### src/rtl/fetch_redirect_arb_pkg.sv
// Shared frontend definitions for redirect arbitration: source encodings,
// FSM states and the target-to-cacheline slice rule.
package fetch_redirect_arb_pkg;

  localparam logic [1:0] SRC_ROB = 2'd0;
  localparam logic [1:0] SRC_BR  = 2'd1;
  localparam logic [1:0] SRC_D1  = 2'd2;
  localparam logic [1:0] SRC_RAS = 2'd3;

  typedef enum logic [1:0] {
    IDLE   = 2'd0,
    PEND   = 2'd1,
    SQUASH = 2'd2
  } fsm_state_e;

  // The cacheline counter is the upper clc_w bits of an xlen-wide target.
  function automatic int clc_lsb(input int xlen, input int clc_w);
    return xlen - clc_w;
  endfunction

  function automatic logic [63:0] clc_slice(input logic [63:0] target, input int lsb);
    return target >> lsb;
  endfunction

endpackage

### src/rtl/redirect_prio_sel.sv
// Masked fixed-priority select over the four redirect sources
// (ROB > BR > D1 > RAS); purely combinational.
module redirect_prio_sel
  import fetch_redirect_arb_pkg::*;
#(
  parameter int XLEN = 32
) (
  input  logic            rob_valid,
  input  logic [XLEN-1:0] rob_target,
  input  logic            br_valid,
  input  logic [XLEN-1:0] br_target,
  input  logic            d1_valid,
  input  logic [XLEN-1:0] d1_target,
  input  logic            ras_valid,
  input  logic [XLEN-1:0] ras_target,
  input  logic            mask_low,
  input  logic            mask_br,
  output logic            sel_valid,
  output logic [1:0]      sel_src,
  output logic [XLEN-1:0] sel_target
);

  always_comb begin
    sel_valid  = 1'b1;
    sel_src    = SRC_ROB;
    sel_target = rob_target;
    if (rob_valid) begin
      sel_src    = SRC_ROB;
      sel_target = rob_target;
    end else if (br_valid && !mask_br) begin
      sel_src    = SRC_BR;
      sel_target = br_target;
    end else if (d1_valid && !mask_low) begin
      sel_src    = SRC_D1;
      sel_target = d1_target;
    end else if (ras_valid && !mask_low) begin
      sel_src    = SRC_RAS;
      sel_target = ras_target;
    end else begin
      sel_valid  = 1'b0;
    end
  end

endmodule

### src/rtl/fetch_redirect_arb.sv
// Front-end redirect arbiter: registered redirect pulse with stall hold,
// fetch epoch and post-ROB/BR squash window. FETCH_REDIRECT_STATS_EN adds counters.
module fetch_redirect_arb
  import fetch_redirect_arb_pkg::*;
#(
  parameter int XLEN       = 32,
  parameter int CLC_WIDTH  = 28,
  parameter int SQUASH_CYC = 3,
  parameter int EPOCH_W    = 3
) (
  input  logic                 clk,
  input  logic                 rst,
  input  logic                 stall_in,
  input  logic                 rob_valid,
  input  logic [XLEN-1:0]      rob_target,
  input  logic                 br_valid,
  input  logic [XLEN-1:0]      br_target,
  input  logic                 d1_valid,
  input  logic [XLEN-1:0]      d1_target,
  input  logic                 ras_valid,
  input  logic [XLEN-1:0]      ras_target,
  output logic                 redirect,
  output logic [CLC_WIDTH-1:0] redirect_clc,
  output logic [1:0]           redirect_src,
  output logic [EPOCH_W-1:0]   epoch,
  output logic                 squash_active,
`ifdef FETCH_REDIRECT_STATS_EN
  output logic [15:0]          drop_cnt,
  output logic [15:0]          redirect_cnt,
`endif
  output logic                 pending
);

  localparam int CLC_LSB = clc_lsb(XLEN, CLC_WIDTH);

  fsm_state_e           state_q, state_d;
  logic [3:0]           sq_cnt_q, sq_cnt_d, sq_cnt_dec;
  logic                 sq_rob_q, sq_rob_d;
  logic [1:0]           hold_src_q, hold_src_d;
  logic [CLC_WIDTH-1:0] hold_clc_q, hold_clc_d;
  logic                 redirect_q, redirect_d;
  logic [CLC_WIDTH-1:0] clc_q, clc_d;
  logic [1:0]           src_q, src_d;
  logic [EPOCH_W-1:0]   epoch_q, epoch_d;

  logic                 squash_on;
  logic                 cand_vld;
  logic [1:0]           cand_src;
  logic [XLEN-1:0]      cand_tgt;
  logic [CLC_WIDTH-1:0] cand_clc;
  logic                 take_new, have, issue, opens;
  logic [1:0]           sel_src;
  logic [CLC_WIDTH-1:0] sel_clc;

  assign squash_on = (sq_cnt_q != 4'd0);

  redirect_prio_sel #(.XLEN(XLEN)) u_prio_sel (
    .rob_valid  (rob_valid),
    .rob_target (rob_target),
    .br_valid   (br_valid),
    .br_target  (br_target),
    .d1_valid   (d1_valid),
    .d1_target  (d1_target),
    .ras_valid  (ras_valid),
    .ras_target (ras_target),
    .mask_low   (squash_on),
    .mask_br    (squash_on && sq_rob_q),
    .sel_valid  (cand_vld),
    .sel_src    (cand_src),
    .sel_target (cand_tgt)
  );

  // A held redirect yields to an equal-or-higher priority newcomer, so the
  // same source re-requesting while stalled always carries its newest target.
  always_comb begin
    cand_clc   = CLC_WIDTH'(clc_slice(64'(cand_tgt), CLC_LSB));
    take_new   = cand_vld && ((state_q != PEND) || (cand_src <= hold_src_q));
    have       = cand_vld || (state_q == PEND);
    sel_src    = take_new ? cand_src : hold_src_q;
    sel_clc    = take_new ? cand_clc : hold_clc_q;
    issue      = have && !stall_in;
    opens      = issue && (sel_src <= SRC_BR);
    sq_cnt_dec = squash_on ? (sq_cnt_q - 4'd1) : 4'd0;
  end

  always_ff @(posedge clk or negedge rst) begin
    if (!rst) state_q <= IDLE;
    else      state_q <= state_d;
  end

  always_comb begin
    state_d = IDLE;
    if (have && stall_in)                 state_d = PEND;
    else if (opens || sq_cnt_dec != 4'd0) state_d = SQUASH;
  end

  always_comb begin
    sq_cnt_d   = opens ? 4'(SQUASH_CYC) : sq_cnt_dec;
    sq_rob_d   = opens ? (sel_src == SRC_ROB) : sq_rob_q;
    hold_src_d = (have && stall_in) ? sel_src : hold_src_q;
    hold_clc_d = (have && stall_in) ? sel_clc : hold_clc_q;
    redirect_d = issue;
    clc_d      = issue ? sel_clc : clc_q;
    src_d      = issue ? sel_src : src_q;
    epoch_d    = issue ? (epoch_q + EPOCH_W'(1)) : epoch_q;
  end

  always_ff @(posedge clk or negedge rst) begin
    if (!rst) begin
      sq_cnt_q   <= 4'd0;
      sq_rob_q   <= 1'b0;
      hold_src_q <= SRC_ROB;
      hold_clc_q <= '0;
      redirect_q <= 1'b0;
      clc_q      <= '0;
      src_q      <= SRC_ROB;
      epoch_q    <= '0;
    end else begin
      sq_cnt_q   <= sq_cnt_d;
      sq_rob_q   <= sq_rob_d;
      hold_src_q <= hold_src_d;
      hold_clc_q <= hold_clc_d;
      redirect_q <= redirect_d;
      clc_q      <= clc_d;
      src_q      <= src_d;
      epoch_q    <= epoch_d;
    end
  end

  assign redirect      = redirect_q;
  assign redirect_clc  = clc_q;
  assign redirect_src  = src_q;
  assign epoch         = epoch_q;
  assign squash_active = squash_on;
  assign pending       = (state_q == PEND);

`ifdef FETCH_REDIRECT_STATS_EN
  logic [15:0] drop_cnt_q, drop_cnt_d;
  logic [15:0] redirect_cnt_q, redirect_cnt_d;
  logic [2:0]  drop_inc;
  logic [16:0] drop_sum;

  // Each masked request counts once; a PEND contention always loses one side.
  always_comb begin
    drop_inc = 3'(squash_on && d1_valid) + 3'(squash_on && ras_valid)
             + 3'(squash_on && sq_rob_q && br_valid)
             + 3'((state_q == PEND) && cand_vld);
    drop_sum       = {1'b0, drop_cnt_q} + 17'(drop_inc);
    drop_cnt_d     = drop_sum[16] ? 16'hFFFF : drop_sum[15:0];
    redirect_cnt_d = (issue && redirect_cnt_q != 16'hFFFF) ? (redirect_cnt_q + 16'd1)
                                                           : redirect_cnt_q;
  end

  always_ff @(posedge clk or negedge rst) begin
    if (!rst) begin
      drop_cnt_q     <= '0;
      redirect_cnt_q <= '0;
    end else begin
      drop_cnt_q     <= drop_cnt_d;
      redirect_cnt_q <= redirect_cnt_d;
    end
  end

  assign drop_cnt     = drop_cnt_q;
  assign redirect_cnt = redirect_cnt_q;
`endif

endmodule

### config.mk
export PLATFORM = sky130hd
export DESIGN_NAME = fetch_redirect_arb
export DESIGN_NICKNAME = d
export VERILOG_FILES = /design/src/rtl/fetch_redirect_arb_pkg.sv /design/src/rtl/redirect_prio_sel.sv /design/src/rtl/fetch_redirect_arb.sv
export SDC_FILE = /design/constraint.sdc
export NUM_CORES = 1
export LEC_CHECK = 0
export ABC_AREA = 0
export BUFFER_PORTS_ARGS = -buffer_cell sky130_fd_sc_hd__buf_2
export CAP_MARGIN = 20
export CORE_MARGIN = 8
export CORE_UTILIZATION = 48
export DETAILED_ROUTE_END_ITERATION = 6
export GPL_TIMING_DRIVEN = 0
export PLACE_DENSITY = 0.8
export SLEW_MARGIN = 30
export SYNTH_ARGS = -nofsm -noshare
export SYNTH_HDL_FRONTEND = slang
export SYNTH_SLANG_ARGS = --single-unit
export TNS_END_PERCENT = 10
### constraint.sdc
create_clock -name clk -period 3.5 [get_ports clk]
set_input_delay 0.7 -clock clk [delete_from_list [all_inputs] [get_ports clk]]
set_output_delay 0.7 -clock clk [all_outputs]
set_load 0.01 [all_outputs]
==> metrics.yaml, run 1 <==
floorplan:
  dieArea_um2: 11500
  die_x_um: 107
  rows: 33
  boundaryPins: 171
  die-height_um: 107
  initial_utilization_pct: 49.1
  core_area_um2: 8130
status:
  status: "completed"
global_routing:
  grt_use_total_pct: 22.7
  grt_pass1_wl_mm: 20.7
  globalRoute.busiestLayer: "met2"
  use_met1_pct: 27.7
  grt_overflow_total: 0
  grt_max_degree: 38
  grt.met2_usage_pct: 38.3
  globalRouteMet3Util_pct: 4.50
  antenna_found_initial: 0
  grt_pass1_vias: 3950
final_layout:
  final_core_util_pct: 62.7
  diodes: 0
  fin_nets: 676
  layout-drive-gt1-share_pct: 39.0
  fin_area_um2: 5100
  nFillCells: 680
  area_growth_pct: 27.7
cts:
  clockBufferDepth: 2
  cts_tree: "done"
  htree_levels: 3
  ctsHoldBuffers: 0
  cts_num_sinks: 71
  worstSkewPairLatency_ns: 0.35
  numCtsBuffers: 9
  path_clk_slew_ns: 0.07
  post_cts_buffers: 0
  root_buffer: "clkbuf_8"
synthesis:
  synth_cell_types: 49
  synth_area_leaders: "dfrtp_1 44%, o221a_1 6.8%, a22o_1 5.9%"
  synth-adder-area-share_pct: 0.940
  ys_seq_area_share_pct: 44.5
  syn_avg_cell_area_um2: 10.7
  synth_mux_area_share_pct: 9.18
  synth_commonest_cells: "71 x dfrtp_1, 30 x o21ai_0, 30 x o21ai_1"
  synthXorXnorAreaFrac_pct: 0.438
  synthSimpleGateAreaFrac_pct: 8.96
  yosysTopAreaCell: "dfrtp_1"
  ys_ff_latch: 71
  synth_top_family_by_area: "compound AO/OA/AOI/OAI gates"
  yosys_most_used_dff: "dfrtp_1"
  synth-edff-count: 0
  yosysWarnings: 0
  synth_top_area_share_pct: 44.5
  syn_nets: 512
  synthMostInstantiatedCell: "dfrtp_1"
  synth_area_um2: 4000
  synth-async-reset-ratio_pct: 100
  synth_cells: 374
  synth_compound_area_share_pct: 31.4
timing:
  finalHoldViolCount: 0
  post-route-period-util_pct: 95.6
  timing.fmax_ghz: 0.299
  setup_tns_ns: 0
  fin_crit_ns: 3.34
  skew_ns: 0.00878
  tightest_slew_ns: 0.857
  relSlewSlack_pct: 42.8
  finalSetupViolCount: 0
  rsz0062_at_grt: "false"
  layout_setup_ws_ns: 0.156
  finalMaxSlewViolations: 0
routing:
  drc: 0
  first_iter_violations: 229
  ant_nets: 0
  first_pass_iters: 5
  wire_per_inst_um: 20.3
  routed_wl_mm: 13.1
  vias: 3827
  viasPerCell: 5.91
place:
  hpwl_mm: 9.98
  place_ws_ns: -0.580
  port-buffer-count: 153
  placed_area_um2: 4910
  gp_congestion: 0.889
min_path:
  hp-class: "in2async"
pwr:
  ir_drop_uv: 311
  p_per_area_nw_per_um2: 751
  p_total_mw: 3.83
  power.leakage_nw: 2.32
flow_run:
  drv_cap: 0
worst_setup_path:
  crit_fanout: 10
  worstPathRequired_ns: 3.78
  setup.worst_path.end_class: "register"
  start_kind: "input port"
  r2r_cells: 11
  cp.arrival_ns: 3.62
  criticalPathCategory: "in2reg"
[cell families after synthesis]
logic type               count (synthesis)
AO/OA/AOI/OAI                          166
flip-flops                              71
AND/OR/NAND/NOR                         62
buffers and inverters                   40
multiplexers                            30
adder cells (fa/ha/maj)                  3
XOR/XNOR                                 2
[final cells by class]
cell class | instances | area (µm²) | area share (%)
Sequential cell | 71 | 1780 | 34.8
Clock buffer | 10 | 128 | 2.50
Buffer | 31 | 155 | 3.04
Inverter | 8 | 30.0 | 0.588
Timing Repair Buffer | 154 | 788 | 15.4
Tap cell | 105 | 131 | 2.57
Multi-Input combinational cell | 263 | 2030 | 39.8
Clock inverter | 6 | 61.3 | 1.20
[worst max-delay path, stage by stage]
cell,delay [ns]
buf_2,0.11
nor2b_1,0.22
clkbuf_2,0.31
clkbuf_2,0.32
nand2_1,0.09
a21o_1,0.20
ha_1,0.26
nand2_1,0.06
o211a_1,0.21
o221ai_2,0.45
clkbuf_1,0.35
or2_1,0.16
o221a_1,0.17
[through the flow]
step,hold slack [ns],instances
floorplan,0.404,374
global placement,0.458,632
detailed placement,0.460,633
CTS,0.324,649
global route,0.339,648
finish,0.308,648
[cell usage in the layout, fill, tap and decap left out, drive strengths merged, types with 2 or more instances in the layout]
cell type and n:
buf 168, dfrtp 71, o21ai 60, mux2 29, a22o 27, o221a 27, or2 27, clkbuf 27
a22oi 26, nor2 11, nand2 10, inv 8, a21oi 4, clkinv 4, nand2b 3, a31oi 3
ha 3, a221oi 3, a21o 2, nor2b 2, nand3 2, o22ai 2, o31ai 2, or3 2
xnor2 2, nor3 2
[repair_timing]
| item | in CTS | in global routing |
|---|---|---|
| gates resized for setup | 2 | 2 |
| endpoints found under the setup margin | 40 | 20 |
| pin swaps | 0 | 0 |
| gates cloned | 0 | 0 |
[sequential cells by signal, indices dropped and copies added, names as in the netlist]
signal        count
hold_src_q        2
epoch             3
state_q           2
sq_cnt_q          4
redirect_clc     28
redirect          1
sq_rob_q          1
redirect_src      2
hold_clc_q       28
[report_power, final]
group	internal [mW]	switching [mW]	total (mW)
registers	1.22	0.208	1.43
logic	0.823	0.940	1.76
clock network	0.327	0.314	0.641
total	2.37	1.46	3.83
[final timing paths]
kind                              from               end  slack, ns
setup / recovery             ras_valid   redirect_clc[8]       0.16
hold / removal                     rst   redirect_src[0]       0.31
setup reg to reg           sq_cnt_q[1]   redirect_clc[8]       0.22
hold reg to reg               epoch[2]          epoch[2]       0.47
max in group asynchronous          rst  redirect_clc[19]       2.63
min in group clk              epoch[2]          epoch[2]       0.47
[layer usage]
metal	vias to the layer above	share of wire, %	wire (µm)
met5	-	0	0
met4	0	1.4	184
met3	15	6.8	887
met2	149	51	6740
met1	1896	41	5320
li1	1767	-	-
Power figures use the tool's default switching activity.
==> inputs of run 2 (changes only) <==
CAP_MARGIN = 5   (was 20)
PLACE_DENSITY = 0.86   (was 0.8)
==> run 2 against run 1 <==
Die area unchanged. Clock power increased by 17%. Clock skew increased by 0.0047 ns. Design area increased by 0.88%. Worst hold slack got worse by 0.043 ns. Largest cell class unchanged.
==> metrics.yaml, run 2 (synthesis gave the netlist of run 1 again) <==
timing:
  finalMaxSlewViolations: 0  # unchanged
  fin_crit_ns: 3.28  # -0.0648 ns
  relSlewSlack_pct: 50.8  # +8.0 points
  skew_ns: 0.0135  # +0.00469 ns
  timing.fmax_ghz: 0.305  # +2.0%
  rsz0062_at_grt: "false"
  layout_setup_ws_ns: 0.220  # +0.0648 ns
  finalSetupViolCount: 0  # unchanged
  post-route-period-util_pct: 93.7  # -1.9 points
  tightest_slew_ns: 0.737  # -0.119 ns
  finalHoldViolCount: 0  # unchanged
worst_setup_path:
  criticalPathCategory: "in2reg"
  worstPathRequired_ns: 3.73  # -0.05 ns
  reg2reg_from: "sq_cnt_q[1]"
  start_kind: "input port"
  crit_fanout: 10  # unchanged
  r2r_cells: 10  # -1
  cp_slowest_cell: "or3_1"
  crit_chain: "buf_2, nor2b_1, clkbuf_2, clkbuf_2, nand2_1, a21o_1, ha_1, nand2_1, o211a_1, or3_1, buf_2, o221a_1"
  crit_buf_inv: 4  # unchanged
  cp_top_family: "buffers and inverters"
  r2r-end: "redirect_clc[23]"
  cp.arrival_ns: 3.51  # -0.11 ns
  r2r_setup_slack_ns: 0.22  # about the same
  max_stage_delay_ns: 0.55  # +0.10 ns
  setup.worst_path.end_class: "register"
final_layout:
  fin_nets: 676  # unchanged
  nFillCells: 680  # unchanged
  area_growth_pct: 28.9
  final_core_util_pct: 63.3  # +0.55 points
  diodes: 0  # unchanged
  layout_common_cells: "162 x buf_2, 71 x dfrtp_1, 30 x o21ai_1, 30 x o21ai_0, 27 x a22o_1"
  layout_commonest_cell: "buf_2"
  layout-drive-gt1-share_pct: 38.7  # -0.37 points
place:
  port-buffer-count: 153  # unchanged
  place_ws_ns: -0.584  # -0.00435 ns
  hpwl_mm: 9.78  # -2.0%
  gp_congestion: 0.895  # +0.64%
pwr:
  ir_drop_uv: 400  # +29%
  p_per_area_nw_per_um2: 767  # +2.1%
  power.leakage_nw: 2.34  # +0.76%
global_routing:
  grt_pass1_vias: 4093  # +3.6%
  grt_max_degree: 45  # +18%
  grt_overflow_total: 0  # unchanged
  grt_use_total_pct: 22.8  # +0.14 points
  antenna_found_initial: 0  # unchanged
  grt_pass1_wl_mm: 20.6  # -0.30%
status:
  status: "completed"
min_path:
  hp-class: "in2async"
cts:
  cts_tree: "done"
  htree_levels: 3  # unchanged
  root_buffer: "clkbuf_8"
  numCtsBuffers: 9  # unchanged
  post_cts_buffers: 0  # unchanged
  clockBufferDepth: 2  # unchanged
  worstSkewPairLatency_ns: 0.35  # about the same
  path_clk_slew_ns: 0.08  # about the same
  ctsHoldBuffers: 0  # unchanged
  cts_num_sinks: 71  # unchanged
floorplan:
  initial_utilization_pct: 49.1  # unchanged
  die_x_um: 107  # unchanged
  core_area_um2: 8130  # unchanged
  dieArea_um2: 11500  # unchanged
  rows: 33  # unchanged
  die-height_um: 107  # unchanged
  boundaryPins: 171  # unchanged
routing:
  viasPerCell: 5.94  # +0.63%
  first_pass_iters: 4  # -1
  ant_nets: 0  # unchanged
  wire_per_inst_um: 20.1  # -0.85%
  vias: 3851  # +0.63%
  drc: 0  # unchanged
  routed_wl_mm: 13.0  # -0.85%
  first_iter_violations: 205  # -10%
flow_run:
  drv_cap: 0  # unchanged
==> run 2: changes by cell type in the layout (fill, tap and decap cells not counted), sizes merged <==
| cell | before | now |
|---|---|---|
| clkinvlp | 1 | 0 |
| clkbuf | 27 | 30 |
| bufinv | 1 | 2 |
| clkinv | 4 | 1 |
==> run 2: worst max path at each step <==
| stage | start | end | slack, ns | cells past startpoint |
|---|---|---|---|---|
| after global placement | ras_valid | redirect_clc[8] | -0.44 | 13 |
| after global routing | sq_cnt_q[1] | redirect_clc[12] | 0.06 | 10 |
| after floorplan | ras_valid | hold_clc_q[18] | 0.30 | 12 |
| after detailed placement | ras_valid | redirect_clc[12] | -0.58 | 13 |
| final | ras_valid | redirect_clc[23] | 0.22 | 12 |
| after CTS | ras_valid | redirect_clc[12] | 0.12 | 13 |
==> run 2: through the flow <==
step	TNS [ns]	hold WS, ns	instance area [µm²]	total power, mW	instances
2_1_floorplan	0	0.404	4000	2.56	374
3_3_place_gp	-18.97	0.456	4890	3.10	632
3_5_place_dp	-25.34	0.458	4910	3.20	633
4_1_cts	0	0.273	5140	3.96	649
5_1_grt	0	0.273	5150	4.20	648
6_report	0	0.265	5150	3.95	648
==> run 2: repair_timing <==
item | CTS | global route
gates cloned | 0 | 0
endpoints found under the setup margin | 39 | 17
gates resized for setup | 2 | 1
==> run 2: cell type report <==
class	count	area [µm²]	share of cell area, %
Timing Repair Buffer	154	788	15.3
Sequential cell	71	1780	34.5
Clock inverter	3	65.1	1.26
Buffer	31	154	2.99
Multi-Input combinational cell	263	2040	39.7
Clock buffer	13	159	3.09
Tap cell	105	131	2.55
Inverter	8	30.0	0.583
==> run 2: report_power, final <==
part           switching [mW]  internal [mW]  leakage [nW]
Clock                   0.312          0.440         0.114
Sequential              0.210           1.22         0.841
Combinational           0.941          0.824          1.38
==> run 2: routing by layer <==
metal	vias to the layer above	wire length, µm	track usage [%]
li1	1769	-	-
met3	19	930	6.36
met4	0	194	7.44
met1	1910	5330	27.5
met2	153	6570	38.2
met5	-	0	0
